==> src/rtl/capture_sequencer_if.sv <==
// Bus between the capture sequencer, its trigger/transition source, the sample RAM and the host readout.
// master is the sequencer side; slave is the environment that drives the controls.
interface capture_sequencer_if #(
    parameter int SAMPLE_WIDTH = 8,
    parameter int ADDR_WIDTH   = 10,
    parameter int PACKET_WIDTH = 16
);
    logic                    start;
    logic                    abort;
    logic [ADDR_WIDTH-1:0]   pre_depth;
    logic [ADDR_WIDTH-1:0]   post_depth;
    logic [SAMPLE_WIDTH-1:0] latest_sample;
    logic                    transition;
    logic                    triggered;
    logic                    mem_we;
    logic [ADDR_WIDTH-1:0]   mem_waddr;
    logic [PACKET_WIDTH-1:0] mem_wdata;
    logic                    rd_next;
    logic [ADDR_WIDTH-1:0]   rd_addr;
    logic                    rd_last;
    logic                    idle;
    logic                    running;
    logic                    post_trig;
    logic                    complete;
    logic                    wrapped;
    logic [ADDR_WIDTH-1:0]   trig_addr;

    modport master (
        input  start, abort, pre_depth, post_depth, latest_sample, transition, triggered, rd_next,
        output mem_we, mem_waddr, mem_wdata, rd_addr, rd_last,
        output idle, running, post_trig, complete, wrapped, trig_addr
    );

    modport slave (
        output start, abort, pre_depth, post_depth, latest_sample, transition, triggered, rd_next,
        input  mem_we, mem_waddr, mem_wdata, rd_addr, rd_last,
        input  idle, running, post_trig, complete, wrapped, trig_addr
    );
endinterface

==> src/rtl/capture_sequencer.sv <==
// Sequences one run-length-encoded acquisition into a circular sample RAM, then walks the
// stored packets oldest-first for host readout.
module capture_sequencer #(
    parameter int SAMPLE_WIDTH = 8,
    parameter int ADDR_WIDTH   = 10,
    parameter int PACKET_WIDTH = 16
) (
    input  logic                clk,
    input  logic                reset,
    capture_sequencer_if.master bus
);
    typedef enum logic [1:0] {
        ST_IDLE = 2'd0,
        ST_PRE  = 2'd1,
        ST_POST = 2'd2,
        ST_DONE = 2'd3
    } state_t;

    localparam logic [ADDR_WIDTH-1:0] ADDR_ZERO = {ADDR_WIDTH{1'b0}};
    localparam logic [ADDR_WIDTH-1:0] ADDR_ONE  = {{(ADDR_WIDTH-1){1'b0}}, 1'b1};
    localparam logic [ADDR_WIDTH-1:0] ADDR_MAX  = {ADDR_WIDTH{1'b1}};
    localparam logic [6:0]            RUN_MAX   = 7'd127;

    state_t                  state_r;
    state_t                  state_next_s;
    logic                    start_q_r;
    logic [ADDR_WIDTH-1:0]   wr_ptr_r;
    logic [ADDR_WIDTH-1:0]   pkt_cnt_r;
    logic [ADDR_WIDTH-1:0]   post_cnt_r;
    logic [ADDR_WIDTH-1:0]   trig_addr_r;
    logic [6:0]              run_len_r;
    logic                    wrapped_r;
    logic                    first_r;
    logic                    mem_we_r;
    logic [ADDR_WIDTH-1:0]   mem_waddr_r;
    logic [PACKET_WIDTH-1:0] mem_wdata_r;
    logic [ADDR_WIDTH-1:0]   rd_addr_r;
    logic                    rd_last_r;
    logic                    idle_r;
    logic                    running_r;
    logic                    post_trig_r;
    logic                    complete_r;

    logic                    start_edge_s;
    logic                    write_s;
    logic                    accept_s;
    logic                    enter_pre_s;
    logic                    run_full_s;
    logic                    wrap_s;
    logic [ADDR_WIDTH-1:0]   wr_ptr_inc_s;
    logic [ADDR_WIDTH-1:0]   post_inc_s;
    logic [ADDR_WIDTH-1:0]   rd_start_s;
    logic [ADDR_WIDTH-1:0]   rd_inc_s;
    logic [ADDR_WIDTH-1:0]   last_addr_s;

    assign start_edge_s = bus.start & ~start_q_r;
    assign run_full_s   = (run_len_r == RUN_MAX);
    assign wrap_s       = (wr_ptr_r == ADDR_MAX);
    assign wr_ptr_inc_s = wr_ptr_r + ADDR_ONE;
    assign post_inc_s   = post_cnt_r + ADDR_ONE;
    assign rd_inc_s     = rd_addr_r + ADDR_ONE;
    assign last_addr_s  = wr_ptr_r - ADDR_ONE;
    // DONE is only ever entered on a write, so the oldest packet follows from post-write pointers.
    assign rd_start_s   = (wrapped_r | wrap_s) ? wr_ptr_inc_s : ADDR_ZERO;

    // Next-state decode plus the write/trigger-accept decision for this cycle.
    always_comb begin
        state_next_s = state_r;
        write_s      = 1'b0;
        accept_s     = 1'b0;
        enter_pre_s  = 1'b0;
        if (bus.abort) begin
            state_next_s = ST_IDLE;
        end else begin
            case (state_r)
                ST_IDLE, ST_DONE: begin
                    if (start_edge_s) begin
                        state_next_s = ST_PRE;
                        enter_pre_s  = 1'b1;
                    end else begin
                        state_next_s = state_r;
                    end
                end
                ST_PRE: begin
                    accept_s = bus.triggered & (pkt_cnt_r >= bus.pre_depth);
                    write_s  = first_r | bus.transition | run_full_s | accept_s;
                    if (accept_s) begin
                        state_next_s = (bus.post_depth == ADDR_ZERO) ? ST_DONE : ST_POST;
                    end else begin
                        state_next_s = ST_PRE;
                    end
                end
                ST_POST: begin
                    write_s = bus.transition | run_full_s;
                    // Stop on the requested depth, or before the trigger packet would be overwritten.
                    if (write_s && ((post_inc_s == bus.post_depth) || (wr_ptr_inc_s == trig_addr_r))) begin
                        state_next_s = ST_DONE;
                    end else begin
                        state_next_s = ST_POST;
                    end
                end
                default: begin
                    state_next_s = ST_IDLE;
                end
            endcase
        end
    end

    // State register, write pointer, counters and the registered RAM write port.
    always_ff @(posedge clk) begin
        if (reset) begin
            state_r     <= ST_IDLE;
            start_q_r   <= 1'b0;
            wr_ptr_r    <= ADDR_ZERO;
            pkt_cnt_r   <= ADDR_ZERO;
            post_cnt_r  <= ADDR_ZERO;
            trig_addr_r <= ADDR_ZERO;
            run_len_r   <= 7'd0;
            wrapped_r   <= 1'b0;
            first_r     <= 1'b0;
            mem_we_r    <= 1'b0;
            mem_waddr_r <= ADDR_ZERO;
            mem_wdata_r <= {PACKET_WIDTH{1'b0}};
        end else begin
            state_r   <= state_next_s;
            start_q_r <= bus.start;
            mem_we_r  <= write_s;
            if (write_s) begin
                mem_waddr_r <= wr_ptr_r;
                mem_wdata_r <= {accept_s, run_len_r, bus.latest_sample};
            end
            if (enter_pre_s) begin
                wr_ptr_r  <= ADDR_ZERO;
                pkt_cnt_r <= ADDR_ZERO;
                run_len_r <= 7'd0;
                wrapped_r <= 1'b0;
                first_r   <= 1'b1;
            end else if (write_s) begin
                wr_ptr_r  <= wr_ptr_inc_s;
                wrapped_r <= wrapped_r | wrap_s;
                run_len_r <= 7'd0;
                first_r   <= 1'b0;
                if ((state_r == ST_PRE) && (pkt_cnt_r != ADDR_MAX)) begin
                    pkt_cnt_r <= pkt_cnt_r + ADDR_ONE;
                end
                if (accept_s) begin
                    trig_addr_r <= wr_ptr_r;
                    post_cnt_r  <= ADDR_ZERO;
                end else if (state_r == ST_POST) begin
                    post_cnt_r <= post_inc_s;
                end
            end else if (!bus.abort && ((state_r == ST_PRE) || (state_r == ST_POST))) begin
                run_len_r <= run_len_r + 7'd1;
            end
        end
    end

    // Readout pointer and one-hot state flags, all registered from the next state.
    always_ff @(posedge clk) begin
        if (reset) begin
            rd_addr_r   <= ADDR_ZERO;
            rd_last_r   <= 1'b0;
            idle_r      <= 1'b1;
            running_r   <= 1'b0;
            post_trig_r <= 1'b0;
            complete_r  <= 1'b0;
        end else begin
            idle_r      <= (state_next_s == ST_IDLE);
            running_r   <= (state_next_s == ST_PRE);
            post_trig_r <= (state_next_s == ST_POST);
            complete_r  <= (state_next_s == ST_DONE);
            if (state_next_s != ST_DONE) begin
                rd_addr_r <= ADDR_ZERO;
                rd_last_r <= 1'b0;
            end else if (state_r != ST_DONE) begin
                rd_addr_r <= rd_start_s;
                rd_last_r <= (rd_start_s == wr_ptr_r);
            end else if (bus.rd_next && !rd_last_r) begin
                rd_addr_r <= rd_inc_s;
                rd_last_r <= (rd_inc_s == last_addr_s);
            end
        end
    end

    assign bus.mem_we    = mem_we_r;
    assign bus.mem_waddr = mem_waddr_r;
    assign bus.mem_wdata = mem_wdata_r;
    assign bus.rd_addr   = rd_addr_r;
    assign bus.rd_last   = rd_last_r;
    assign bus.idle      = idle_r;
    assign bus.running   = running_r;
    assign bus.post_trig = post_trig_r;
    assign bus.complete  = complete_r;
    assign bus.wrapped   = wrapped_r;
    assign bus.trig_addr = trig_addr_r;
endmodule

==> src/flat_wrapper.sv <==
// flat-port wrapper written by rule: the top's interface ports become plain ports
module capture_sequencer_flat 
#(
    parameter int SAMPLE_WIDTH = 8,
    parameter int ADDR_WIDTH   = 10,
    parameter int PACKET_WIDTH = 16
)
  (clk, reset, bus_start, bus_abort, bus_pre_depth, bus_post_depth, bus_latest_sample, bus_transition, bus_triggered, bus_rd_next, bus_mem_we, bus_mem_waddr, bus_mem_wdata, bus_rd_addr, bus_rd_last, bus_idle, bus_running, bus_post_trig, bus_complete, bus_wrapped, bus_trig_addr);
  capture_sequencer_if #(.SAMPLE_WIDTH(SAMPLE_WIDTH), .ADDR_WIDTH(ADDR_WIDTH), .PACKET_WIDTH(PACKET_WIDTH)) bus_i ();
  input  logic clk;
  input  logic reset;
  input wire logic [$bits(bus_i.start)-1:0] bus_start;
  input wire logic [$bits(bus_i.abort)-1:0] bus_abort;
  input wire logic [$bits(bus_i.pre_depth)-1:0] bus_pre_depth;
  input wire logic [$bits(bus_i.post_depth)-1:0] bus_post_depth;
  input wire logic [$bits(bus_i.latest_sample)-1:0] bus_latest_sample;
  input wire logic [$bits(bus_i.transition)-1:0] bus_transition;
  input wire logic [$bits(bus_i.triggered)-1:0] bus_triggered;
  input wire logic [$bits(bus_i.rd_next)-1:0] bus_rd_next;
  output wire logic [$bits(bus_i.mem_we)-1:0] bus_mem_we;
  output wire logic [$bits(bus_i.mem_waddr)-1:0] bus_mem_waddr;
  output wire logic [$bits(bus_i.mem_wdata)-1:0] bus_mem_wdata;
  output wire logic [$bits(bus_i.rd_addr)-1:0] bus_rd_addr;
  output wire logic [$bits(bus_i.rd_last)-1:0] bus_rd_last;
  output wire logic [$bits(bus_i.idle)-1:0] bus_idle;
  output wire logic [$bits(bus_i.running)-1:0] bus_running;
  output wire logic [$bits(bus_i.post_trig)-1:0] bus_post_trig;
  output wire logic [$bits(bus_i.complete)-1:0] bus_complete;
  output wire logic [$bits(bus_i.wrapped)-1:0] bus_wrapped;
  output wire logic [$bits(bus_i.trig_addr)-1:0] bus_trig_addr;
  assign bus_i.start = bus_start;
  assign bus_i.abort = bus_abort;
  assign bus_i.pre_depth = bus_pre_depth;
  assign bus_i.post_depth = bus_post_depth;
  assign bus_i.latest_sample = bus_latest_sample;
  assign bus_i.transition = bus_transition;
  assign bus_i.triggered = bus_triggered;
  assign bus_i.rd_next = bus_rd_next;
  assign bus_mem_we = bus_i.mem_we;
  assign bus_mem_waddr = bus_i.mem_waddr;
  assign bus_mem_wdata = bus_i.mem_wdata;
  assign bus_rd_addr = bus_i.rd_addr;
  assign bus_rd_last = bus_i.rd_last;
  assign bus_idle = bus_i.idle;
  assign bus_running = bus_i.running;
  assign bus_post_trig = bus_i.post_trig;
  assign bus_complete = bus_i.complete;
  assign bus_wrapped = bus_i.wrapped;
  assign bus_trig_addr = bus_i.trig_addr;
  capture_sequencer #(.SAMPLE_WIDTH(SAMPLE_WIDTH), .ADDR_WIDTH(ADDR_WIDTH), .PACKET_WIDTH(PACKET_WIDTH)) u_core (.clk(clk), .reset(reset), .bus(bus_i));
endmodule
==> config.mk <==
export PLATFORM = sky130hd
export DESIGN_NAME = capture_sequencer_flat
export DESIGN_NICKNAME = d
export VERILOG_FILES = /design/src/rtl/capture_sequencer_if.sv /design/src/rtl/capture_sequencer.sv /design/src/flat_wrapper.sv
export SDC_FILE = /design/constraint.sdc
export NUM_CORES = 1
export LEC_CHECK = 0
export BUFFER_PORTS_ARGS = -buffer_cell sky130_fd_sc_hd__buf_2
export CORE_ASPECT_RATIO = 1.75
export CORE_MARGIN = 4
export CORE_UTILIZATION = 50
export CTS_BUF_LIST = sky130_fd_sc_hd__clkbuf_4 sky130_fd_sc_hd__clkbuf_8
export DETAILED_ROUTE_END_ITERATION = 7
export GPL_TIMING_DRIVEN = 0
export PLACE_DENSITY = 0.75
export SETUP_SLACK_MARGIN = 0.5
export SLEW_MARGIN = 5
export SYNTH_ARGS = -nofsm -noshare
export SYNTH_HDL_FRONTEND = slang
export SYNTH_SLANG_ARGS = --single-unit
==> constraint.sdc <==
create_clock -name clk -period 3.1 [get_ports clk]
set_input_delay 0.62 -clock clk [delete_from_list [all_inputs] [get_ports clk]]
set_output_delay 0.62 -clock clk [all_outputs]
set_load 0.05 [all_outputs]
==> results.txt, run 1 <==
The run finished with clean final reports. The clock net sink count came out at 94. The met2 global-route usage came out at 47.53%. The worst voltage drop across the vdd grid is around 0.4 mV. The cell count after synthesis is 711. Summed over all nets, the half-perimeter wirelength after detailed placement is 13.27 mm.

Entering global routing, the biggest net connects 18 pins. The met3 track demand over resource in global routing is under 10%. The number of pins with negative max-slew slack in the final report came to 0. After the first detailed-routing iteration, the DRC count stood at 379. The hold violation total from the final report is 0. The category of the most critical setup path is flop to flop. Global routing used 26.17% of the available tracks across all layers. The initial standard-cell utilization of the core is 51.25%.

The overall die area is 0.01336 sq mm. The setup slack of the most critical reg-to-reg path came out at around 550 ps. The cell sitting at the root of the clock tree is a sky130_fd_sc_hd__clkbuf_8.

The worst hold slack came out at 478.2 ps. The data required time at the worst endpoint is 3350 ps. The total CTS buffers came out at 9. The CTS clock-pin slew for the worst setup and hold paths is 100 ps.

The final design area excluding fillers came out at 0.006955 sq mm. The detailed-routing iteration count for the pre-antenna-repair pass came out at 4. The worst setup path is captured at a flop.

In this run the cell area of the synthesized design comes to between 0.005 and 0.006 sq mm. The proportion of layout cells with a drive suffix above 1 is 25.27%. The net count of the finished layout is 880.

The share of flip-flops with an asynchronous set or reset after synthesis came out at 0%. The clock arrives with 10.81 ps of skew. For this run, the top clock speed supported by timing is 0.3922 GHz. When the netlist entered floorplanning its net count stood at 765. The clock period minus worst slack came out at roughly 2500 ps. Global routing consumed, on the met1 layer, 27.50% of the routing resources. 88 I/O pins were placed. The wire length of the first global-routing pass is 27.43 mm. The remaining global-route overflow came out at 0. The layout overhead on the synthesized area is 20.85%. The diode insertion count for antenna repair came out at 0. The standard cell area after detailed placement is about 0.0064 sq mm. For this run, the leading register cell type out of synthesis is sky130_fd_sc_hd__dfxtp_1. The floorplan has between 50 and 60 rows. In this run, post-CTS hold repair placed 0 buffers. Along the worst path, the maximum fanout reaches 8. The arrival time at the worst endpoint is 2800 ps. In this run the worst hold path is classified as flop to flop. The number of global-route vias before repair was 5708.

The power per cell area came out at 345.8 mW/mm^2. The via count came out at 5928. Setup repair after global routing could not meet its margin everywhere.

The placer's final routability congestion estimate is 0.9794. The number of warnings issued by yosys is 0. The mean number of vias per cell came out at 6.156.

For this block, the routed nets add up to 17.84 mm of wire. The routed wirelength normalized by instance count came out at 18.52 um. The area of the placeable core came out at 0.01123 sq mm. The distinct cell type count after synthesis came out at 65. The synthesized design contains 94 register bits. The width of the die came out at 89.11 um. For this run, design rule violations remaining after detail routing come to 0. Setup violations remaining at the end of the flow were counted as 0. The clock tree from TritonCTS is yes. CTS built an H-tree with a depth of 3. The critical path startpoint category is a flop. The busiest layer in global routing is met2. The number of buffers between clock root and the deepest sink came out at 2. At the pin with the least slew margin, the transition time is 799.1 ps. For this design the static power due to leakage is between 2 and 3 nW. Counting flops with a built-in enable in the synthesized netlist gives 0. In this run the tool buffered the top-level ports with 87 buffer cells.

The worst slew margin relative to its limit came out at 46.53%. The final clock period utilization by the worst path came out at between 80 and 90%. Sequential elements use 32.70% of the synthesized area. The initial antenna violation count is 0.

The clock insertion delay at the later pin of the skew report came out at 380 ps. Across the run, the number of max-cap violations was 0. The antenna violation net count after detailed routing is 0. The mean area per synthesized cell came out at 8.095 sq um. The y dimension of the die is 149.9 um.
[timing repair]
action                     CTS  global route
cloned                       0             1
setup endpoints to repair   81            78
gates resized for setup     24            58
hold endpoints to repair     0             0
pin swaps                    5            12
buffers inserted             3            13
[cells in the final DEF (no fill, tap or decap), types with 8 or more instances in the layout]
master | netlist | final
sky130_fd_sc_hd__buf_2 | 14 | 98
sky130_fd_sc_hd__dfxtp_1 | 94 | 83
sky130_fd_sc_hd__a21oi_1 | 65 | 63
sky130_fd_sc_hd__nand2_1 | 46 | 46
sky130_fd_sc_hd__nor2_1 | 45 | 45
sky130_fd_sc_hd__nand3_1 | 47 | 45
sky130_fd_sc_hd__o21ai_0 | 43 | 43
sky130_fd_sc_hd__xnor2_1 | 39 | 39
sky130_fd_sc_hd__xor2_1 | 29 | 29
sky130_fd_sc_hd__clkbuf_1 | 33 | 25
sky130_fd_sc_hd__inv_1 | 23 | 22
sky130_fd_sc_hd__nand4_1 | 21 | 21
sky130_fd_sc_hd__buf_4 | 3 | 20
sky130_fd_sc_hd__nor3_1 | 20 | 16
sky130_fd_sc_hd__ha_1 | 19 | 15
sky130_fd_sc_hd__nor3_2 | 10 | 14
sky130_fd_sc_hd__mux2i_1 | 14 | 13
sky130_fd_sc_hd__and3_1 | 13 | 11
sky130_fd_sc_hd__a31oi_1 | 11 | 10
sky130_fd_sc_hd__clkbuf_8 | 0 | 10
sky130_fd_sc_hd__o31ai_1 | 9 | 9
sky130_fd_sc_hd__buf_6 | 4 | 8
[path summary, 6_finish.rpt]
check,cells past startpoint,endpoint,start
max,9,u_core.bus.running,u_core.wr_ptr_r[1]
min,2,u_core.bus.mem_wdata[10],u_core.bus.mem_wdata[10]
max reg2reg,9,u_core.bus.running,u_core.wr_ptr_r[1]
min reg2reg,2,u_core.bus.mem_wdata[10],u_core.bus.mem_wdata[10]
[power by group]
part           switching [mW]  internal, mW  total [mW]
Combinational           0.194        0.0948       0.289
Clock                   0.490         0.411       0.901
Sequential            0.00508          1.21        1.22
Total                   0.689          1.72        2.41
[critical path, stage by stage, from the launching register on]
cell and delay, ps:
sky130_fd_sc_hd__dfxtp_4 440, sky130_fd_sc_hd__ha_4 190, sky130_fd_sc_hd__nand3_2 190, sky130_fd_sc_hd__nor3_4 300, sky130_fd_sc_hd__xnor2_1 120, sky130_fd_sc_hd__o211ai_1 320
sky130_fd_sc_hd__nor4_4 100, sky130_fd_sc_hd__a211oi_4 470, sky130_fd_sc_hd__buf_6 220, sky130_fd_sc_hd__nor3_2 50
[logic make-up after synthesis]
family / Yosys count / synth area share, %
AO/OA/AOI/OAI: 173 / 18.59
XOR/XNOR: 68 / 10.35
adder cells (fa/ha/maj): 19 / 4.130
buffers and inverters: 80 / 6.261
flip-flops: 94 / 32.70
multiplexers: 15 / 2.630
AND/OR/NAND/NOR: 262 / 25.35
[Yosys cell counts, types with 6 or more instances]
master / n / area share, %
sky130_fd_sc_hd__a21oi_1: 65 / 5.7
sky130_fd_sc_hd__a311oi_1: 7 / 1.1
sky130_fd_sc_hd__a31oi_1: 11 / 1.2
sky130_fd_sc_hd__and3_1: 13 / 1.4
sky130_fd_sc_hd__and4_1: 6 / 0.91
sky130_fd_sc_hd__buf_2: 14 / 1.2
sky130_fd_sc_hd__clkbuf_1: 33 / 2.2
sky130_fd_sc_hd__dfxtp_1: 94 / 33
sky130_fd_sc_hd__ha_1: 19 / 4.1
sky130_fd_sc_hd__inv_1: 23 / 1.5
sky130_fd_sc_hd__mux2i_1: 14 / 2.4
sky130_fd_sc_hd__nand2_1: 46 / 3.0
sky130_fd_sc_hd__nand2b_1: 7 / 0.76
sky130_fd_sc_hd__nand3_1: 47 / 4.1
sky130_fd_sc_hd__nand4_1: 21 / 2.3
sky130_fd_sc_hd__nor2_1: 45 / 2.9
sky130_fd_sc_hd__nor2b_1: 7 / 0.76
sky130_fd_sc_hd__nor3_1: 20 / 1.7
sky130_fd_sc_hd__nor3_2: 10 / 1.7
sky130_fd_sc_hd__o21ai_0: 43 / 3.7
sky130_fd_sc_hd__o31ai_1: 9 / 1.2
sky130_fd_sc_hd__or3_1: 7 / 0.76
sky130_fd_sc_hd__or4_1: 8 / 1.0
sky130_fd_sc_hd__xnor2_1: 39 / 5.9
sky130_fd_sc_hd__xor2_1: 29 / 4.4
[routing by layer]
metal / share of wire, % / vias up / routed length, um
met5: 0 / - / 0
met4: 5.3 / 0 / 942
met3: 4.7 / 82 / 836
met2: 54 / 239 / 9642
met1: 36 / 2818 / 6413
li1: - / 2789 / -
[layout make-up]
cell class	instances	area (sq um)
tap	132	165.2
fill	992	4275
buffer	57	322.8
sequential	94	1911
timing repair buffer	104	570.5
clock inverter	6	75.07
clock buffer	10	137.6
multi-input combinational	537	3682
inverter	23	91.34
[per-stage QoR]
| stage | setup TNS, ps | worst slack (ps) | util [%] | std cells | power [mW] |
|---|---|---|---|---|---|
| floorplan | 0 | 513.2 | - | 711 | 1.401 |
| global placement | -307.3 | -36.53 | 56.60 | 930 | 1.487 |
| detailed placement | -2756 | -144.4 | 56.60 | 930 | 1.493 |
| CTS | 0 | 443.4 | 59.37 | 949 | 2.387 |
| global route | 0 | 468.2 | 61.93 | 963 | 2.486 |
| finish | 0 | 550.4 | 61.93 | 963 | 2.405 |
[sequential cells by signal, summed over array words and instances, names as in the netlist]
signal                count
u_core.first_r            1
u_core.wr_ptr_r          10
u_core.state_r            2
u_core.bus.rd_addr       10
u_core.bus.mem_we         1
u_core.bus.running        1
u_core.pkt_cnt_r         10
u_core.start_q_r          1
u_core.bus.wrapped        1
u_core.bus.trig_addr     10
u_core.post_cnt_r        10
u_core.bus.post_trig      1
u_core.bus.mem_wdata     16
u_core.run_len_r          7
u_core.bus.rd_last        1
u_core.bus.complete       1
u_core.bus.idle           1
u_core.bus.mem_waddr     10
(Power assumes the default switching activity.)
==> run 2, diff against run 1 <==
PLACE_DENSITY = 0.77   (was 0.75)
clock period = 2.2 ns   (was 3.1 ns; I/O delays follow)
==> run 2 against run 1 <==
Effect of this change: the flow now finishes with violations (negative setup slack); sequential power is 40% higher; sequential share of layout area is 5.0 points lower; die area stayed put; critical path depth is 2 higher; global-route usage is 5.0 points higher; critical endpoint is now u_core.wr_ptr_r[7]; largest cell class unchanged.
==> results.txt, run 2 (same netlist as run 1, synthesis figures left out) <==
The flow ran to the end, but the final reports show violations. The checks that failed: negative setup slack. The part of the total power dissipated in the clock network is 33.0%. The worst clock skew is approximately 13 ps. The worst register-to-register path begins at u_core.state_r[0]. The count of nets after finishing is 930.

The worst reg2reg path depth is 11. The first-iteration detailed-routing DRC count is between 600 and 700. The die covers about 0.013 sq mm. The worst setup path is captured at a flop. The number of global-route vias before repair came out at 6481. The total CTS buffers came out at 9. The root buffer cell chosen for the clock tree is sky130_fd_sc_hd__clkbuf_8. The most common cell type on the critical path is sky130_fd_sc_hd__buf_12. The number of flip-flops in the largest register came out at 16. The max-cap check violation count is 0. The cell leakage power came out at between 3 and 4 nW. The number of placed I/O pins came out at 88. The power per cell area is 413.9 mW/mm^2. The final cell utilization of the core is around 77%.

The layout overhead on the synthesized area is 50.50%. The final routed wirelength across all metal layers is 23.82 mm. The count of placed standard cells including taps came out at 930. The count of fill cells added during filler insertion is between 700 and 800.

The proportion of layout cells with a drive suffix above 1 is 47.22%. The CTS clock-pin slew for the worst setup and hold paths came out at 100 ps. The most critical setup path has its startpoint at u_core.state_r[0].

TritonCTS built the clock tree. After layout, the worst path uses 127.1% of the clock period. The mean number of vias per cell came out at a little under 7.

The internal portion of total power is between 2 and 2.5 mW. Counting every sink on the clock net gives 94. The routed design could run at a clock period as short as around 2800 ps. The fmax came out at approximately 0.36 GHz. The critical path is of the flop to flop type. The critical path goes through buf_4 -> ha_1 -> and2_1 -> buf_2 -> a21oi_4 -> buf_6 -> buf_12 -> buf_12 -> buf_16 -> o41ai_2 -> a21oi_1. The final cell count without fillers came out at 1013. The endpoint identified for the worst register-to-register timing path is u_core.wr_ptr_r[7]. The number of pins with negative max-slew slack in the final report came out at 0.

The quantity of hold-fixing buffers added after cts is 0. The width of the die came out at between 80 and 90 um. The worst setup path is launched from a flop.

The worst voltage drop across the vdd grid came out at ~0.57 mV. The floorplan step set the die height to roughly 150 um. The placer's final routability congestion estimate came out at between 0.9 and 1.

The first global-routing pass estimated 32.17 mm of wire. The worst slew margin relative to its limit came out at 45.20%. The slowest stage of the critical path belongs to the cell sky130_fd_sc_hd__o41ai_2. Leaving out fill and tap cells, the most frequent cell in the layout is sky130_fd_sc_hd__buf_2. Once detail routing completed, the nets flagged for antenna violations numbered 0. The maximum number of pins on one net before global-route repair came out at 17. In the layout the commonest cells are 97 x sky130_fd_sc_hd__buf_2, 66 x sky130_fd_sc_hd__dfxtp_1, 45 x sky130_fd_sc_hd__nand2_1.

Setup repair after global routing could not meet its margin everywhere. The detailed-routing iteration count for the pre-antenna-repair pass is 6. The arrival time at the worst endpoint came out at 3040 ps. The number of setup violations in the final report came out at 82. The hold violation total from the final report came out at 0.

The longest clock path from root to sink contains 2 buffers. At the pin with the least slew margin, the transition time is 822.1 ps. In this run the worst setup path terminates at u_core.wr_ptr_r[7]. The H-tree depth came out at 3. The total DRC errors in the routed layout came out at 0. The aggregate global-route resource usage came out at between 30 and 40%. The clock insertion delay at the later pin of the skew report came out at 390 ps. The via count is 6827. The initial standard-cell utilization of the core is roughly 50%. The diode insertion count for antenna repair is 0. Of the total power, registers draw 47.6%. The setup slack of the most critical reg-to-reg path came out at -600 ps. The area of the placeable core is 0.01123 sq mm. Per report_power, the combinational group accounts for 19.4% of the total.

The largest incremental delay on the critical path is 590 ps. The number of rows in the core area is 51. The analysis attributes to net switching a power of between 1 and 1.5 mW. In this run switching power makes up 30.84% of total power. Port buffering added 87 buffers. The setup slack of the critical path after layout is -595.4 ps.

The initial antenna violation count is 0. The remaining global-route overflow is 0. The highest fanout seen on the critical path is 7. The data required time at the worst endpoint came out at 2440 ps. The routed wirelength normalized by instance count is approximately 24 um. The path class of the tightest hold or removal check is input pin to flop. The detailed placement HPWL came out at between 10 and 15 mm.
run 2: changes by cell type in the layout (fill, tap and decap cells not counted), sizes merged:
cell    before  now
inv         27   25
clkbuf      43   42
buf        128  181
clkinv       1    2
bufinv       1    0
run 2: per-layer routing:
metal | track usage (%) | wire length (um)
met5 | 0 | 0
met4 | 24.22 | 2084
met3 | 6.061 | 1845
met2 | 55.28 | 12210
met1 | 30.14 | 7681
run 2: critical path, delay by kind of cell (launching register included):
family / cells / cell delay, ps
AOI/OAI and AO/OA: 3 / 840
and+or+nand+nor: 1 / 180
adders and majority gates: 1 / 310
buffers and inverters: 6 / 950
DFF: 1 / 370
run 2: area by class of cell:
cell class,count,area (sq um),share of cell area (%)
Inverter,23,108.9,1.257
Multi-Input combinational cell,537,4561,52.65
Tap cell,132,165.2,1.907
Timing Repair Buffer,154,1165,13.45
Buffer,57,519.2,5.995
Sequential cell,94,1947,22.48
Clock buffer,12,158.9,1.834
Clock inverter,4,37.54,0.4333
run 2: worst min path at each step:
stage / start / end / slack, ps / cells after the start
after detailed placement: u_core.bus.mem_wdata[11] / u_core.bus.mem_wdata[11] / 470 / 2
after floorplan: u_core.first_r / u_core.first_r / 450 / 2
after global routing: bus_latest_sample[2] / u_core.bus.mem_wdata[2] / 290 / 3
after CTS: bus_latest_sample[5] / u_core.bus.mem_wdata[5] / 290 / 3
final: bus_latest_sample[1] / u_core.bus.mem_wdata[1] / 290 / 3
after global placement: u_core.bus.mem_wdata[13] / u_core.bus.mem_wdata[13] / 460 / 2
run 2: power groups by stage:
stage          clock, mW  combinational, mW  sequential (mW)
2_1_floorplan          0              0.259             1.77
5_1_grt             1.23              0.718             1.71
3_3_place_gp           0              0.402             1.76
3_5_place_dp           0              0.411             1.76
6_report            1.18              0.696             1.71
4_1_cts             1.17              0.570             1.71
run 2: metrics by stage:
| stage | setup TNS, ps | total power [mW] | hold slack, ps | cell area [sq um] | setup WS [ps] |
|---|---|---|---|---|---|
| 4_1_cts | -4445 | 3.445 | 287.5 | 7914 | -279.2 |
| 5_1_grt | -13950 | 3.659 | 294.1 | 8662 | -621.6 |
| 2_1_floorplan | -265.3 | 2.032 | 454.8 | 6188 | -94.71 |
| 3_3_place_gp | -28630 | 2.157 | 457.1 | 6789 | -571.5 |
| 3_5_place_dp | -32990 | 2.167 | 468.1 | 6789 | -619.3 |
| 6_report | -10720 | 3.585 | 289.8 | 8662 | -595.4 |
run 2: timing repair:
item,in CTS,in global routing
gates cloned,12,0
buffers inserted,33,22
pin swaps,45,51
endpoints found under the setup margin,93,93
resized for setup,124,128
==> run 3, diff against run 2 <==
CORE_ASPECT_RATIO = unset   (was 1.75)
==> run 3 against run 2 <==
Effect of this change: the run still ends with negative setup slack left; global-route usage is 1.1 points lower; flip-flop and latch count stayed put; core utilization increased by 1.7 points; die area is 0.51% lower; worst setup slack improved by 340 ps; cell area up 0.35%; sequential share of layout area hardly changed; clock skew grew 4.2 ps; maximum frequency increased by 14%; combinational power increased by 0.9%; largest cell class unchanged; largest power group unchanged.
==> results.txt, run 3 (same netlist as run 1, synthesis figures left out) <==
The final reports fail on negative setup slack. The H-tree depth came out at 3. Entering global routing, the biggest net connects 17 pins.

The power per cell area came out at 405.1 mW/mm^2. The number of setup violations in the final report is 82. The number of rows in the core area came out at 38. The antenna violation net count after detailed routing came out at 0. The overall die area is 0.01329 sq mm.

The number of global-route vias before repair came out at 6173. The hold violation total from the final report was 0. The final critical path takes up 111.6% of the cycle. Walking the worst path, the cells encountered are buf_12 -> inv_6 -> ha_4 -> or3b_4 -> nor3_2 -> xnor2_1 -> xnor2_1 -> nand3_1 -> or4_4 -> a2111oi_4.

The area of the placeable core is 0.01103 sq mm. Global routing finished with a remaining overflow of 0. The routed design has ~22 mm of wire.

For this run, the post-layout net count is approximately 940. VDD sags by at most between 0.4 and 0.5 mV. The highest fanout seen on the critical path is 6. The diode insertion count for antenna repair is 0. The sum of internal, switching and leakage power is 3.521 mW. The number of buffers between clock root and the deepest sink came out at 2. The critical path in this run is classified as flop to flop. The transition time of the tightest slew-check pin is 770.1 ps. The proportion of layout cells with a drive suffix above 1 came out at 47.01%. The aggregate global-route resource usage came out at 30.05%. The first global-routing pass estimated ~32 mm of wire. Compared with the post-synthesis result, the final layout area differs by 51.02%. From left edge to right edge, the die measures roughly 120 um. After the first detailed-routing iteration, the DRC count stood at 679. The data required time at the worst endpoint came out at 2510 ps. The largest individual stage delay along the critical path comes from the cell sky130_fd_sc_hd__or4_4.

The worst slew margin relative to its limit came out at 48.61%. The total CTS buffers is 9. The clock net sink count came out at 94. The setup slack of the critical path after layout is -256.0 ps. The arrival time at the worst endpoint is 2770 ps. The y dimension of the die came out at 115.3 um. After clock tree synthesis, the clock-pin slew on the worst setup and hold paths is approximately 110 ps.

The final cell utilization of the core is 78.80%. The total DRC errors in the routed layout is 0. In the layout the commonest cells are 94 x sky130_fd_sc_hd__buf_2, 64 x sky130_fd_sc_hd__dfxtp_1, 45 x sky130_fd_sc_hd__nand2_1. The number of placed I/O pins came out at between 80 and 90. The number of flip-flops in the largest register is 16. The wire-length estimate of the detail-placed layout is roughly 13 mm. By instance count, the cell type seen most on the critical path is sky130_fd_sc_hd__xnor2_1. The flow ran to the end, but the final reports show violations. The cell leakage power came out at 3.392 nW.

The initial standard-cell utilization of the core is roughly 52%. The clock tree from TritonCTS is yes. The initial antenna violation count came out at 0. Subtracting the final worst setup slack from the clock period gives 2456 ps. The max-cap check violation count is 0. The buffer type at the clock tree root is sky130_fd_sc_hd__clkbuf_8. In this run the worst hold path is classified as input pin to flop. The number of pins with negative max-slew slack in the final report came out at 0.

The count of buffers from port buffering is just under 90. At the later pin of the worst-skew pair, clock insertion delay measures 400 ps. The via count came out at about 6700.

The detailed-routing iteration count for the pre-antenna-repair pass came out at 5. Based on the critical path, the design can be clocked at up to 0.4072 GHz. The cell class contributing the biggest share of worst-path delay is simple AND/OR/NAND/NOR gates. The routed wirelength normalized by instance count came out at between 20 and 25 um. Leaving out fill and tap cells, the most frequent cell in the layout is sky130_fd_sc_hd__buf_2. The largest incremental delay on the critical path came out at 440 ps. The setup TNS after final layout came out at -10550 ps. Setup repair after global routing could not meet its margin everywhere. The sum of buffers and inverters on the critical path is 2. STA classifies the critical path endpoint as a flop. The mean number of vias per cell is 6.527.

The congestion estimate from routability-driven global placement came to 0.9198. The worst setup path is launched from a flop. The worst clock skew came out at roughly 17 ps.
-- run 3: changes by cell type in the layout (fill, tap and decap cells not counted), moves of 3 or more --
cell,previous run,this run
sky130_fd_sc_hd__buf_4,40,44
sky130_fd_sc_hd__o21ai_4,13,5
sky130_fd_sc_hd__buf_2,97,94
sky130_fd_sc_hd__buf_8,10,13
sky130_fd_sc_hd__clkbuf_8,13,9
sky130_fd_sc_hd__a21oi_1,39,44
sky130_fd_sc_hd__a21oi_2,24,19
sky130_fd_sc_hd__clkbuf_1,15,18
sky130_fd_sc_hd__o21ai_2,12,16
sky130_fd_sc_hd__o21ai_1,9,13
sky130_fd_sc_hd__clkbuf_2,8,5
-- run 3: routing by layer --
layer / up-vias / GRT usage, % / part of all wire [%] / routed length, um
met5: - / 0 / 0 / 0
met4: 0 / 13.77 / 5.7 / 1292
met3: 126 / 5.842 / 8.9 / 2005
met2: 453 / 49.42 / 47 / 10580
met1: 3195 / 38.06 / 38 / 8591
li1: 2929 / - / - / -
-- run 3: power by group --
| part | total, mW | internal [mW] | switching [mW] | leakage, nW |
|---|---|---|---|---|
| combinational | 0.702 | 0.291 | 0.412 | 2.53 |
| sequential | 1.70 | 1.70 | 0.00756 | 0.777 |
| clock | 1.12 | 0.430 | 0.686 | 0.0863 |
-- run 3: cell type report --
class | count | area (sq um)
Sequential cell | 94 | 1954
Buffer | 57 | 509.2
Multi-Input combinational cell | 537 | 4507
Clock buffer | 10 | 131.4
Timing Repair Buffer | 160 | 1267
Fill cell | 652 | 2338
Tap cell | 140 | 175.2
Inverter | 23 | 101.3
Clock inverter | 6 | 46.29
-- run 3: path summary, 6_finish.rpt --
kind | startpoint | end | slack [ps] | depth (start not counted)
max | u_core.wr_ptr_r[0] | u_core.bus.rd_last | -260 | 10
min | bus_start | u_core.start_q_r | 280 | 2
min reg2reg | u_core.bus.mem_waddr[9] | u_core.bus.mem_waddr[9] | 470 | 2
max reg2reg | u_core.wr_ptr_r[0] | u_core.bus.rd_last | -260 | 10
-- run 3: repair_timing --
item                       4_1_cts  5_1_grt
resized for setup              120      127
hold buffers                     0        0
cloned                          13        0
pin swaps                       47       53
setup endpoints to repair       93       93
setup buffers                   37       23
-- run 3: through the flow --
stage,area (sq um),instances,hold slack [ps],worst slack [ps]
CTS,8009,1004,273.0,-229.6
finish,8692,1027,277.1,-256.0
floorplan,6188,711,454.8,-94.71
detailed placement,6799,938,460.3,-514.5
global route,8692,1027,277.6,-367.8
global placement,6799,938,459.0,-498.3
